[config.mk]
export PLATFORM = sky130hd
export DESIGN_NAME = serial_rx
export DESIGN_NICKNAME = d
export VERILOG_FILES = /design/src/rtl/serial_rx.sv
export SDC_FILE = /design/constraint.sdc
export NUM_CORES = 1
export LEC_CHECK = 0
export ABC_AREA = 1
export BUFFER_PORTS_ARGS = -buffer_cell sky130_fd_sc_hd__buf_2
export CAP_MARGIN = 15
export CORE_ASPECT_RATIO = 1.75
export CORE_MARGIN = 2
export CORE_UTILIZATION = 52
export CTS_BUF_LIST = sky130_fd_sc_hd__clkbuf_8
export DETAILED_ROUTE_END_ITERATION = 6
export GPL_TIMING_DRIVEN = 0
export PLACE_DENSITY = 0.74
export SYNTH_ARGS = -nofsm -noshare
export SYNTH_HDL_FRONTEND = slang
export SYNTH_SLANG_ARGS = --single-unit
[constraint.sdc]
create_clock -name clk -period 1.79 [get_ports clk]
set_input_delay 0.0895 -clock clk [delete_from_list [all_inputs] [get_ports clk]]
set_output_delay 0.0895 -clock clk [all_outputs]
set_load 0.01 [all_outputs]
[src/rtl/serial_rx.sv]
// 16x-oversampled asynchronous serial receiver with a valid/ready output register.
// Optional even-parity bit when SERIAL_RX_PARITY_EN is defined.
module serial_rx #(
  parameter int unsigned DATA_BITS = 8
) (
  input  logic                 clk,
  input  logic                 rst,
  input  logic                 sample_tick,
  input  logic                 rx,
  output logic [DATA_BITS-1:0] data,
  output logic                 valid,
  input  logic                 ready,
  output logic                 framing_err,
  output logic                 overrun,
  output logic                 parity_err,
  output logic                 busy
);

  localparam int unsigned IDX_W = $clog2(DATA_BITS);
  localparam int unsigned CNT_W = 4;

`ifdef SERIAL_RX_PARITY_EN
  typedef enum logic [2:0] {IDLE, START, DATA, PARITY, STOP} state_t;
`else
  typedef enum logic [2:0] {IDLE, START, DATA, STOP} state_t;
`endif

  state_t               r_state, w_state_nx;
  logic [CNT_W-1:0]     r_cnt, w_cnt_nx;
  logic [IDX_W-1:0]     r_idx, w_idx_nx;
  logic [DATA_BITS-1:0] r_shift, w_shift_nx;
  logic                 r_rx_meta, r_rx_s;
  logic                 w_done, w_ferr;
  logic [DATA_BITS-1:0] r_data;
  logic                 r_valid, r_ferr, r_ovr, r_busy;

  // Two-flop synchronizer; idles high so reset never looks like a start bit.
  always_ff @(posedge clk or negedge rst) begin
    if (!rst) begin
      r_rx_meta <= 1'b1;
      r_rx_s    <= 1'b1;
    end else begin
      r_rx_meta <= rx;
      r_rx_s    <= r_rx_meta;
    end
  end

  always_ff @(posedge clk or negedge rst) begin
    if (!rst) begin
      r_state <= IDLE;
      r_cnt   <= '0;
      r_idx   <= '0;
      r_shift <= '0;
    end else begin
      r_state <= w_state_nx;
      r_cnt   <= w_cnt_nx;
      r_idx   <= w_idx_nx;
      r_shift <= w_shift_nx;
    end
  end

`ifdef SERIAL_RX_PARITY_EN
  logic w_perr;
  logic r_perr;
`endif

  always_comb begin
    w_state_nx = r_state;
    w_cnt_nx   = r_cnt;
    w_idx_nx   = r_idx;
    w_shift_nx = r_shift;
    w_done     = 1'b0;
    w_ferr     = 1'b0;
`ifdef SERIAL_RX_PARITY_EN
    w_perr     = 1'b0;
`endif
    if (sample_tick) begin
      case (r_state)
        IDLE: begin
          if (!r_rx_s) begin
            w_state_nx = START;
            w_cnt_nx   = '0;
          end
        end
        START: begin
          // Mid start bit: a line already back high was only a glitch.
          if (r_cnt == 4'd7) begin
            w_cnt_nx   = '0;
            w_idx_nx   = '0;
            w_state_nx = r_rx_s ? IDLE : DATA;
          end else begin
            w_cnt_nx = r_cnt + 4'd1;
          end
        end
        DATA: begin
          w_cnt_nx = r_cnt + 4'd1;
          if (r_cnt == 4'd15) begin
            w_shift_nx = {r_rx_s, r_shift[DATA_BITS-1:1]};
            if (r_idx == IDX_W'(DATA_BITS - 1)) begin
              w_idx_nx = '0;
`ifdef SERIAL_RX_PARITY_EN
              w_state_nx = PARITY;
`else
              w_state_nx = STOP;
`endif
            end else begin
              w_idx_nx = r_idx + IDX_W'(1);
            end
          end
        end
`ifdef SERIAL_RX_PARITY_EN
        PARITY: begin
          w_cnt_nx = r_cnt + 4'd1;
          if (r_cnt == 4'd15) begin
            w_perr     = (r_rx_s != (^r_shift));
            w_state_nx = STOP;
          end
        end
`endif
        STOP: begin
          w_cnt_nx = r_cnt + 4'd1;
          if (r_cnt == 4'd15) begin
            w_done     = r_rx_s;
            w_ferr     = !r_rx_s;
            w_cnt_nx   = '0;
            w_state_nx = IDLE;
          end
        end
        default: begin
          w_state_nx = IDLE;
          w_cnt_nx   = '0;
        end
      endcase
    end
  end

  // Output holding register: a new byte loads only if the slot is free or draining.
  always_ff @(posedge clk or negedge rst) begin
    if (!rst) begin
      r_data  <= '0;
      r_valid <= 1'b0;
      r_ferr  <= 1'b0;
      r_ovr   <= 1'b0;
      r_busy  <= 1'b0;
    end else begin
      r_ferr <= w_ferr;
      r_ovr  <= 1'b0;
      r_busy <= (w_state_nx != IDLE);
      if (w_done) begin
        if (!r_valid || ready) begin
          r_data  <= r_shift;
          r_valid <= 1'b1;
        end else begin
          r_ovr <= 1'b1;
        end
      end else if (r_valid && ready) begin
        r_valid <= 1'b0;
      end
    end
  end

`ifdef SERIAL_RX_PARITY_EN
  always_ff @(posedge clk or negedge rst) begin
    if (!rst) r_perr <= 1'b0;
    else      r_perr <= w_perr;
  end
  assign parity_err = r_perr;
`else
  assign parity_err = 1'b0;
`endif

  assign data        = r_data;
  assign valid       = r_valid;
  assign framing_err = r_ferr;
  assign overrun     = r_ovr;
  assign busy        = r_busy;

endmodule

### Word level (Yosys, flattened, before mapping)

Cells that the tools add are included.

| word-level totals | value |
|---|---|
| output and inout port bits | 13 |
| memory bits (writable) | 0 |
| register bits after elaboration | 32 |
| word-level logic and storage cells | 63 |
| input bits | 5 |
| ROM bits | 0 |
| latch bits | 0 |
| memories | 0 |

| operators by class | value |
|---|---|
| equal/unequal tests | 10 |
| add/sub/neg operators | 2 |
| reductions and logical operators | 13 |
| muxes and demuxes | 27 |
| div/mod/pow operators | 0 |
| bitwise gates (word level) | 0 |
| magnitude comparators | 0 |
| multiply operators | 0 |
| shift-type cells | 0 |

Operators with widths:

| operator | number |
|---|---|
| 3-bit two-way mux | 9 |
| 4-bit one-hot mux with 4 select lines | 1 |
| 4-bit two-way mux | 3 |
| 3-bit one-hot mux with 4 select lines | 1 |
| 1-bit two-way mux | 11 |
| 3-bit by 2-bit equality test with 1-bit output, second input constant | 2 |
| 2-bit != test, second input constant | 3 |
| 3-bit one-hot mux with 2 select lines | 1 |
| 2-bit AND reduction | 3 |
| 4-bit by 1-bit adder with 4-bit output, second input constant | 1 |
| 4-bit by 3-bit equality test with 1-bit output, second input constant | 1 |
| 4-bit equality test, second input constant | 1 |
| 4-bit AND reduction | 1 |
| 2-bit nonzero test | 2 |
| 3-bit by 1-bit adder with 3-bit output, second input constant | 1 |
| 3-bit by 1-bit equality test with 1-bit output, second input constant | 1 |
| 3-bit equality test, second input constant | 1 |
| 3-bit zero test | 1 |
| 3-bit AND reduction | 1 |
| 3-bit nonzero test | 1 |
| 1-bit zero test | 2 |
| 2-bit two-way mux | 1 |
| 2-bit by 1-bit != test with 1-bit output, second input constant | 1 |
| 1-bit logical AND | 1 |
| 1-bit logical OR | 1 |

### Longest topological paths before layout

| depth | value |
|---|---|
| depth after elaboration | 6 |
| gate-level depth with buffers | 10 |

### Worst setup path after synthesis

OpenSTA, ideal clock, no wires.

| timing path | value |
|---|---|
| path kind | register -> register |
| start point | register r_cnt[0] |
| end point | register r_data[5] (netlist: data[5]) |
| arrival time | 1.242 ns |
| required time | 1.672 ns |
| slack | 0.429 ns |
| stages on the path, launching flop included | 8 |
| path buffers | 1 |
| cells stage by stage | dfrtp_1 > ha_1 > nand3_4 > nor2_4 > nand3_4 > buf_6 > nand2_1 > o21ai_2 |

| on the way | value |
|---|---|
| longest elaborated chain between the ends | 5 |

RTL lines:

| element | line | text |
|---|---|---|
| from (decl) | 29 | `logic [CNT_W-1:0] r_cnt, w_cnt_nx;` |
| from (signal assigned) | 56 | `r_cnt <= w_cnt_nx;` |
| 4-bit equality test | 122 | `if (r_cnt == 4'd15) begin` |
| 1-bit two-way mux | 122 |  |
| 1-bit two-way mux | 78 | `case (r_state)` |
| 1-bit two-way mux | 77 | `if (sample_tick) begin` |
| 2-bit AND reduction (no line) | n/a |  |
| to (signal assigned) | 151 | `r_data <= r_shift;` |
| to (decl) | 34 | `logic [DATA_BITS-1:0] r_data;` |

Every way passes these cells.
A chain may end at the register's enable or synchronous reset.

### Final worst setup path

| timing path | value |
|---|---|
| start point | register r_idx[0] |
| end point | register r_busy (netlist: busy) |

| on the way | value |
|---|---|
| longest elaborated chain between the ends | 6 |

RTL lines:

| element | line | text |
|---|---|---|
| from (decl) | 30 | `logic [IDX_W-1:0] r_idx, w_idx_nx;` |
| from (signal assigned) | 57 | `r_idx <= w_idx_nx;` |
| 3-bit equality test | 99 | `if (r_idx == IDX_W'(DATA_BITS - 1)) begin` |
| 3-bit two-way mux | 99 |  |
| 3-bit two-way mux | 97 | `if (r_cnt == 4'd15) begin` |
| 3-bit one-hot mux with 4 select lines | 78 |  |
| 3-bit two-way mux | 77 |  |
| 3-bit nonzero test | 148 | `r_busy <= (w_state_nx != IDLE);` |
| to (signal assigned) | 148 |  |
| to (decl) | 35 | `logic r_valid, r_ferr, r_ovr, r_busy;` |

Every way passes these cells.

==> summary.md <==
| Metric | Value |
|---|---|
| Run status | complete, no violations |
| Max_cap viols | 0 |
| Vias per cell | 5.184 |
| DPL Wire Length | 2022 um |
| IO Pins | 18 |
| Critical Path Stages | 10 |
| Share of post-route cells with drive strength above 1 | 30.81% |
| P_leak | between 0.8 and 0.9 nW |
| Final period util | between 80% and 90% |
| Delay-heaviest family, CP | simple AND/OR/NAND/NOR gates |
| WL per Instance | 12.74 um |
| Die area | 3376 um2 |
| Post-Layout Cell Count | roughly 210 |
| Slowest cell on the critical path | dfrtp_1 |
| Post-synth net total | 168 |
| RSZ-0062 raised after global routing | false |
| Remaining DRCs | 0 |
| Final Max Slew Viols | 0 |
| FF+latch count, synth | 32 |
| Crit Path Class | reg -> reg |
| Final setup fails | 0 |
| Post-synth cell types | 23 |
| Final hold slack | 0.08481 ns |
| Crit Path Max Fanout | 3 |
| Critical Path End Type | flip-flop |
| # diodes | 0 |
| Largest net degree at the start of global routing | 33 |
| CP peak stage delay | roughly 0.4 ns |
| Antenna violations before repair | 0 |
| CTS max path bufs | 2 |
| # resized after CTS | 0 |
| First-pass GRT wire length | approximately 4500 um |
| CTS tree | yes |
| Tot Pwr | 1.446 mW |
| Nets | 193 |
| YS warnings | 0 |
| Die width | 44.79 um |
| Top-count cell post-synth | nand2_1 |
| Synth top area share | 49.59% |
| R2R cell count | 10 |
| FILL cells | 236 |
| Die H | 75.38 um |
| Row cnt | 25 |
| Worst-margin pin slew | 0.6909 ns |
| Endpoint, Worst Hold | r_state[2] |
| Post-Route Skew | 0.004010 ns |
| Crit path launch type | flip-flop |
| Clk slew on worst S/H paths | 0.06 ns |
| VDD IR max | between 0.5 and 0.6 mV |
| Core Area | approximately 2800 um2 |
| Most used cell, CP | nor2_1 |
| Buffer and inverter count on the worst path | 1 |
| CTS Root Cell | clkbuf_8 |
| Max Clk Rate | 660.3 MHz |
| Ys async rst share | 100.0% |
| First-pass detailed-route iteration total | 4 |
| Minimum clock period | between 1.5 and 2 ns |
| Cts bufs inserted | 5 |
| Hold Crit Depth | 2 |
| Global Route Usage Sum | 18.71% |
| PortBufs | 16 |
| DR vias | 1099 |
| Clock sink count | 32 |
| Clk_lat worst skew | 0.28 ns |
| Iter 0 DRT Violations | 29 |
| Reg area | 803.3 um2 |
| Setup TNS | 0 ns |
| Syn avg cell area | 9.462 um2 |
| Total grt overflow | 0 |
| Setup bufs post-CTS | 0 |
| Hold/Removal Path Class | in -> reg |
| Sequential area share after synthesis | roughly 53% |
| PwrDens | 829.3 nW/um2 |
| Slew margin rel. | 53.94% |
| R2R Setup Slk | 0.28 ns |
| RR Startpoint | r_idx[0] |
| Area leader, netlist | dfrtp_1 |
| Utilization after layout | a little under two thirds |
| Fin. Hold Viols | 0 |
| Critical path required time | slightly below 2 ns |
| WP data arrival | 1.68 ns |
| Commonest cells post-synth | nand2_1, dfrtp_1, inv_1, o21ai_2, nor2_1 |
| CTS Hold Bufs | 2 |
| Synth Instances | 160 |
| H-tree depth | 2 |
| Dpl cells | roughly 200 |
| Area occupied by multi-input gates | roughly 600 um2 |
| Worst R2R End | busy |
| GP Congestion | between 0.8 and 0.9 |
| Vias in the first global route | 1062 |
| Layout area overhead | 15.21% |
| Synthesized area | around 1500 um2 |
| Area contributors post-synth | dfrtp_1, nand2_1, o21ai_2 |
| Min-delay src | sample_tick |
| Ys flop type | dfrtp_1 |
| Post-synth EDFFs | 0 |
| Starting density of the core | 55.00% |
| Crit-path cells | ha_1, ha_1, inv_1, nor2_1, nand2_1, nand2_1, nor2_1, nor2_1, nor2_1, nand2_1 |
| Final WL | 2700 um |
| Antenna-violating nets left | 0 |
-- where the power goes --
part | leakage (nW) | switching [mW] | internal (mW)
registers | 0.435 | 0.0183 | 0.743
clock network | 0.0503 | 0.239 | 0.342
logic | 0.369 | 0.0696 | 0.0352
-- worst reg2reg max path, delay by kind of cell, from the launching register on --
kind | cells | cell delay [ns]
adders and majority gates | 2 | 0.40
buffers and inverters | 1 | 0.07
DFF | 1 | 0.40
and+or+nand+nor | 7 | 0.53
-- cells by family after synthesis --
kind of cell	synth area share [%]
xor+xnor	0.5786
other cells	0.2477
flops	53.06
buf+inv	7.190
simple gates	22.89
compound gates	12.89
mux	0.6612
fa+ha+maj	2.480
-- state kept, by name, summed over array words and instances (netlist names) --
name / flops
r_shift: 8
r_idx: 3
r_cnt: 4
r_rx_s: 1
r_state: 3
valid: 1
busy: 1
framing_err: 1
r_rx_meta: 1
data: 8
overrun: 1
-- routing by layer --
metal | share of wire, % | GRT usage, % | routed length [um]
met1 | 39 | 18.35 | 1044
met4 | 2.9 | 11.76 | 77
met3 | 4.3 | 5.924 | 115
met5 | 0 | 0 | 0
met2 | 54 | 33.01 | 1463
-- stage by stage --
stage | setup WS [ns] | instance area, um2
3_3_place_gp | 0.3241 | 1628
4_1_cts | 0.3010 | 1744
5_1_grt | 0.1590 | 1744
3_5_place_dp | 0.3088 | 1628
2_1_floorplan | 0.4294 | 1514
6_report | 0.2755 | 1744
-- final cells by class --
type                    count  area share [%]
flip-flops and latches     32           46.05
repair buffers             18           5.739
clock buffers               7           5.524
plain buffers               3           1.722
multi-input cells         104           34.51
inverters                  21           4.519
well taps                  27           1.937
-- placed cells by master (no fill, tap or decap), drive strengths merged --
master and n:
nand2 45, dfrtp 30, o21ai 24, inv 21, buf 19, nor2 16, nand3 9, clkbuf 7
ha 3, dlygate4sd3 2, dfstp 2, nand4 1, nor4 1, o22ai 1, xor2 1, a21oi 1
mux2i 1, conb 1
-- how the worst max path moves through the flow --
stage / to / startpoint
finish: busy / r_idx[0]
global route: busy / r_cnt[0]
CTS: busy / r_idx[0]
detailed placement: busy / r_idx[0]
global placement: data[6] / r_cnt[0]
floorplan: data[5] / r_cnt[0]
Power figures use the tool's default switching activity.
